<file path="config.mk">
export PLATFORM = sky130hd
export DESIGN_NAME = vend_ctrl_multi
export DESIGN_NICKNAME = d
export VERILOG_FILES = /design/src/rtl/vend_ctrl_multi.sv
export SDC_FILE = /design/constraint.sdc
export NUM_CORES = 1
export LEC_CHECK = 0
export BUFFER_PORTS_ARGS = -buffer_cell sky130_fd_sc_hd__buf_2
export CORE_ASPECT_RATIO = 0.6
export CORE_MARGIN = 2
export CORE_UTILIZATION = 50
export DETAILED_ROUTE_END_ITERATION = 12
export PLACE_DENSITY = 0.76
export SYNTH_ARGS = -nofsm -noshare
export SYNTH_HDL_FRONTEND = slang
export SYNTH_SLANG_ARGS = --single-unit
</file>
<file path="constraint.sdc">
create_clock -name clk -period 2.8 [get_ports clk]
set_input_delay 0 -clock clk [delete_from_list [all_inputs] [get_ports clk]]
set_output_delay 0 -clock clk [all_outputs]
set_load 0.02 [all_outputs]
</file>
<file path="src/rtl/vend_ctrl_multi.sv">
// Multi-product coin vending controller: accumulates credit, vends one-hot
// selections at per-product prices, tracks stock, returns change on vend or cancel.
module vend_ctrl_multi #(
  parameter int N_PROD     = 6,
  parameter int CREDIT_W   = 8,
  parameter int STOCK_W    = 3,
  parameter int STOCK_INIT = 5,
  parameter logic [N_PROD*CREDIT_W-1:0] PRICES = {8'd45, 8'd40, 8'd35, 8'd25, 8'd20, 8'd10}
) (
  input  logic                        clk,
  input  logic                        rst,
  input  logic                        coin_valid,
  input  logic [CREDIT_W-1:0]         coin_value,
  input  logic [N_PROD-1:0]           sel,
  input  logic                        cancel,
  input  logic                        refill,
  output logic [N_PROD-1:0]           led,
  output logic [N_PROD-1:0]           vend,
  output logic                        change_valid,
  output logic [CREDIT_W-1:0]         change,
  output logic [CREDIT_W-1:0]         credit,
  output logic [N_PROD*STOCK_W-1:0]   stock,
  output logic                        coin_reject,
  output logic                        sel_err,
  output logic                        busy
);

  typedef enum logic [1:0] {S_IDLE, S_CREDIT, S_VEND, S_CHANGE} state_t;

  localparam logic [STOCK_W-1:0] STOCK_LOAD = STOCK_W'(STOCK_INIT);

  state_t                r_state;
  state_t                w_state_next;
  logic [CREDIT_W-1:0]   r_credit;
  logic [STOCK_W-1:0]    r_stock [N_PROD];
  logic [N_PROD-1:0]     r_vend_sel;
  logic                  r_coin_reject;
  logic                  r_sel_err;

  logic [CREDIT_W-1:0]   w_price [N_PROD];
  logic [N_PROD-1:0]     w_can;
  logic [CREDIT_W-1:0]   w_price_sel;
  logic [CREDIT_W:0]     w_sum;
  logic                  w_active;
  logic                  w_onehot;
  logic                  w_accept;
  logic                  w_sel_bad;
  logic                  w_coin_take;
  logic                  w_coin_rej;
  logic                  w_refill;

  generate
    for (genvar gi = 0; gi < N_PROD; gi++) begin : g_chan
      assign w_price[gi] = PRICES[gi*CREDIT_W +: CREDIT_W];
      assign w_can[gi]   = (r_credit >= w_price[gi]) && (r_stock[gi] != '0);
      assign stock[gi*STOCK_W +: STOCK_W] = r_stock[gi];
    end
  endgenerate

  assign w_active = (r_state == S_IDLE) || (r_state == S_CREDIT);
  assign w_onehot = (sel != '0) && ((sel & (sel - N_PROD'(1))) == '0);
  assign w_sum    = {1'b0, r_credit} + {1'b0, coin_value};

  // cancel outranks sel, and either one claims the cycle so a coin alongside is refused
  assign w_accept    = w_active && !cancel && w_onehot && ((sel & w_can) != '0);
  assign w_sel_bad   = w_active && !cancel && (sel != '0) && !w_accept;
  assign w_coin_take = coin_valid && w_active && !cancel && !w_accept && !w_sum[CREDIT_W];
  assign w_coin_rej  = coin_valid && !w_coin_take;
  assign w_refill    = refill && w_active && !w_accept;

  always_comb begin
    w_price_sel = '0;
    for (int i = 0; i < N_PROD; i++) begin
      if (sel[i]) w_price_sel = w_price_sel | w_price[i];
    end
  end

  always_ff @(posedge clk) begin
    if (rst) r_state <= S_IDLE;
    else     r_state <= w_state_next;
  end

  always_comb begin
    w_state_next = r_state;
    case (r_state)
      S_IDLE, S_CREDIT: begin
        if (cancel) begin
          if (r_state == S_CREDIT) w_state_next = S_CHANGE;
        end else if (w_accept) begin
          w_state_next = S_VEND;
        end else if (w_coin_take && (w_sum[CREDIT_W-1:0] != '0)) begin
          w_state_next = S_CREDIT;
        end
      end
      S_VEND:   w_state_next = (r_credit != '0) ? S_CHANGE : S_IDLE;
      S_CHANGE: w_state_next = S_IDLE;
      default:  w_state_next = S_IDLE;
    endcase
  end

  always_comb begin
    vend         = (r_state == S_VEND) ? r_vend_sel : '0;
    change_valid = (r_state == S_CHANGE);
    change       = (r_state == S_CHANGE) ? r_credit : '0;
    busy         = (r_state == S_VEND) || (r_state == S_CHANGE);
    led          = w_active ? w_can : '0;
    credit       = r_credit;
    coin_reject  = r_coin_reject;
    sel_err      = r_sel_err;
  end

  always_ff @(posedge clk) begin
    if (rst) begin
      r_credit      <= '0;
      r_vend_sel    <= '0;
      r_coin_reject <= 1'b0;
      r_sel_err     <= 1'b0;
      for (int i = 0; i < N_PROD; i++) r_stock[i] <= STOCK_LOAD;
    end else begin
      r_coin_reject <= w_coin_rej;
      r_sel_err     <= w_sel_bad;
      if (w_accept) r_vend_sel <= sel;
      if (r_state == S_CHANGE)  r_credit <= '0;
      else if (w_accept)        r_credit <= r_credit - w_price_sel;
      else if (w_coin_take)     r_credit <= w_sum[CREDIT_W-1:0];
      // accept implies the chosen channel is non-empty, so the decrement cannot wrap
      for (int i = 0; i < N_PROD; i++) begin
        if (w_refill)                r_stock[i] <= STOCK_LOAD;
        else if (w_accept && sel[i]) r_stock[i] <= r_stock[i] - STOCK_W'(1);
      end
    end
  end

endmodule
</file>
==> implementation parameters <==
Parameter                              Value

Clock tree
  CTS H-tree depth ... 2
  Number of clock sinks seen by CTS ... 36
  Clock latency reported for the late side of the worst-skew pair ... 0.29 ns
  Clock buffer count from CTS ... 5
  Clock transition at the register clock pins on the worst setup and hold paths after CTS ... 0.07 ns
  Clk root buf ... clkbuf_8
  Maximum count of clock buffers along a single path ... 2
  Clock tree from TritonCTS ... done

STA
  Setup slack of the critical path after layout ... 0.162 ns
  Max-slew violations ... 0
  Transition time of the tightest slew-check pin ... 0.650 ns
  Unrepaired setup endpoints after global routing ... no
  Clock skew ... 0.00815 ns
  Final Hold Violating Endpoints ... 0
  Setup TNS ... 0 ns
  Remaining max-slew budget at the tightest pin ... 55.5%
  Clock period minus final worst setup slack ... 2.64 ns
  Number of failing setup endpoints in the final timing report ... 0
  Maximum frequency from static timing analysis ... 0.379 GHz
  Final period util ... 94.2%

Placed design
  Pre-CTS setup slack ... 0.108 ns
  Final RePlAce weighted congestion ... 0.914
  Hpwl dp ... 6150 um
  Post-DP Area ... 3190 um^2
  Count of buffers inserted at the top-level ports ... 68

Global routing
  First-pass GRT wire length ... 12300 um
  Vias in the first global route ... 2441
  Pin count of the biggest net entering global routing ... 22
  Global route overflow ... 0
  Combined global-route utilization of all metal layers ... 26.2%
  Antenna violations before repair ... 0

Floorplanning
  Core box area ... 5200 um^2
  Top Ports ... 69
  Overall die area ... 6180 um^2
  Die Span X ... 100 um
  Starting density of the core ... 53.3%
  Die height ... 61.7 um
  Cell row count ... 20

Pwr
  Switching part of the total power ... 37.6%
  Leakage power total ... 1.62 nW
  Net switching power ... 0.609 mW
  Worst IR drop on VDD ... 0.228 mV
  Pwr dens ... 494 nW/um^2
  Power share of the sequential group ... 38.6%
  Fraction of power consumed by combinational cells ... 39.7%
  Clock power share ... 21.7%
  Internal Power ... 1.01 mW

Status
  Status ... complete, no violations

Yosys
  Cell count after synthesis ... 314
  Post-synth EDFFs ... 18
  Top cell type's share of synthesized area ... 19.5%
  Unique masters post-synth ... 60
  Async set or reset register ratio after synthesis ... 0%
  Synth warn ... 0
  Synth area leaders ... edfxtp_1 (19%), dfxtp_1 (13%), ha_1 (12%)
  Seq/Total Area, Yosys ... 32.5%
  Nets in the synthesized netlist ... 361
  Cell area after synthesis ... 2780 um^2
  Synth area leader ... edfxtp_1
  Prevailing post-synth register cell ... edfxtp_1
  Mean post-synth cell area ... 8.84 um^2
  Synthesis-stage register bit count ... 36

Detailed routing
  Total iterations of the first detailed-routing run ... 4
  DRC ... 0
  Via density per instance ... 5.96
  Iter 0 DRT Violations ... 191
  Total wire length ... 7780 um
  Routed via count ... 2702
  Post-DRT Antenna Nets ... 0
  Routed length per instance ... 17.2 um

Finish
  Multi-input gate area in the final layout ... 1640 um^2
  Antenna diode count ... 0
  Post-route cell area ... 3280 um^2
  Number of filler instances in the final layout ... 473
  Count of nets after finishing ... 433
  Area added between synthesis and finish ... 18.2%
  Post-layout util ... 63.0%
  Total area of sequential cells ... 901 um^2
  Share of post-route cells with drive strength above 1 ... 28.7%

Min path
  Terminating pin of the worst hold path ... r_stock[4][0]
  Min-Delay Path Class ... in2reg
  Hold path depth ... 2
  Launch instance of the worst min-delay path ... sel[4]

Critical path
  Element type at the critical path start ... register
  Crit Path Max Fanout ... 16
  Signal arrival time at the worst endpoint ... 2.85 ns
  Data required time of the critical path ... 3.01 ns
  Type of the worst setup path ... reg2reg
  Source of the worst register-to-register timing path ... credit[1]
  Register-to-register path setup slack ... 0.16 ns
  Worst flop-to-flop path endpoint ... credit[6]
  Type of element capturing the critical path ... register
  Worst r2r path cells ... 7

Run
  Maximum capacitance violations ... 0
## cell usage after synthesis (4+ instances only)
master    instances
a21oi_1          18
xnor2_1           5
nor4b_1           5
a211oi_1          9
a21o_1            4
o211ai_1          5
clkbuf_1         10
nor3_1            8
nand3_1          16
buf_6             4
xor2_1            5
o21ai_0          11
edfxtp_1         18
inv_1            27
mux2_2            4
nand2_1          28
and3_1           12
ha_1             26
dfxtp_1          18
nor2_1           17
## worst max path at each step
stage / startpoint / to / slack [ns] / cells past startpoint
floorplan: credit[0] / credit[3] / 0.27 / 9
global placement: credit[1] / credit[6] / 0.19 / 7
CTS: r_stock[5][0] / credit[6] / 0.07 / 9
finish: credit[1] / credit[6] / 0.16 / 7
global route: credit[0] / credit[6] / 0.03 / 8
detailed placement: r_stock[5][0] / credit[6] / 0.11 / 9
## layout make-up
cell class	instances	area share (%)
multi-input combinational	230	49.9
sequential	36	27.5
timing repair buffer	86	14.6
inverter	27	3.09
tap	66	2.52
clock buffer	6	2.21
clock inverter	2	0.229
## registers in the layout (all words and copies together) (netlist names)
register and cells:
r_stock 18, r_vend_sel 6, coin_reject 1, r_state 2, sel_err 1, credit 8
## worst max-delay path: stages (launching register included)
cell and delay [ns]:
dfxtp_1 0.32, buf_4 0.18, o211ai_1 0.36, nor3_1 0.09
or4_4 0.54, o211a_2 0.39, or4_1 0.57, o211ai_1 0.11
## stage by stage
stage               power [mW]  std cells  hold slack, ns
global route              1.71        453          0.0625
detailed placement        1.27        444           0.282
global placement          1.26        444           0.287
CTS                       1.62        453          0.0457
floorplan                 1.07        314           0.165
finish                    1.62        453          0.0494
## layout by cell type (no fill, tap or decap), drive strengths merged, types with 4 or more instances in the layout
cell / instances
clkbuf: 6
dfxtp: 18
a211oi: 9
nand3: 16
inv: 27
mux2: 4
ha: 26
xor2: 5
xnor2: 5
nand2: 28
nor4b: 5
or4: 4
edfxtp: 18
a21oi: 18
nor3: 9
o211ai: 5
and3: 14
buf: 85
a21o: 4
o21ai: 12
nor2: 19
## per-layer routing
metal / vias up / wire length, um / GRT usage, %
met4: 0 / 63 / 4.31
met1: 1251 / 3730 / 40.5
met3: 9 / 876 / 5.26
li1: 1284 / - / -
met5: - / 0 / 0
met2: 158 / 3110 / 38.4
## power groups by stage
stage / registers [mW] / clock network [mW] / logic [mW]
5_1_grt: 0.629 / 0.378 / 0.701
4_1_cts: 0.624 / 0.357 / 0.637
6_report: 0.625 / 0.352 / 0.643
2_1_floorplan: 0.668 / 0 / 0.407
3_3_place_gp: 0.634 / 0 / 0.622
3_5_place_dp: 0.636 / 0 / 0.633
## logic make-up (layout without fill, tap and decap cells)
group	after synthesis	after routing	share of synthesized area [%]
AOI/OAI and AO/OA	69	69	17.0
xor gates and xnor gates	10	10	3.16
adders and majority gates	28	28	13.2
buffers and inverters	48	121	8.57
DFF	36	36	32.5
muxes	7	7	2.71
and+or+nand+nor	116	116	23.0
## repair_timing
item	4_1_cts	5_1_grt
setup buffers	0	0
endpoints found under the hold margin	1	0
hold buffers	1	0
resized for setup	0	1
setup endpoints to repair	0	1
(Power assumes the default switching activity.)
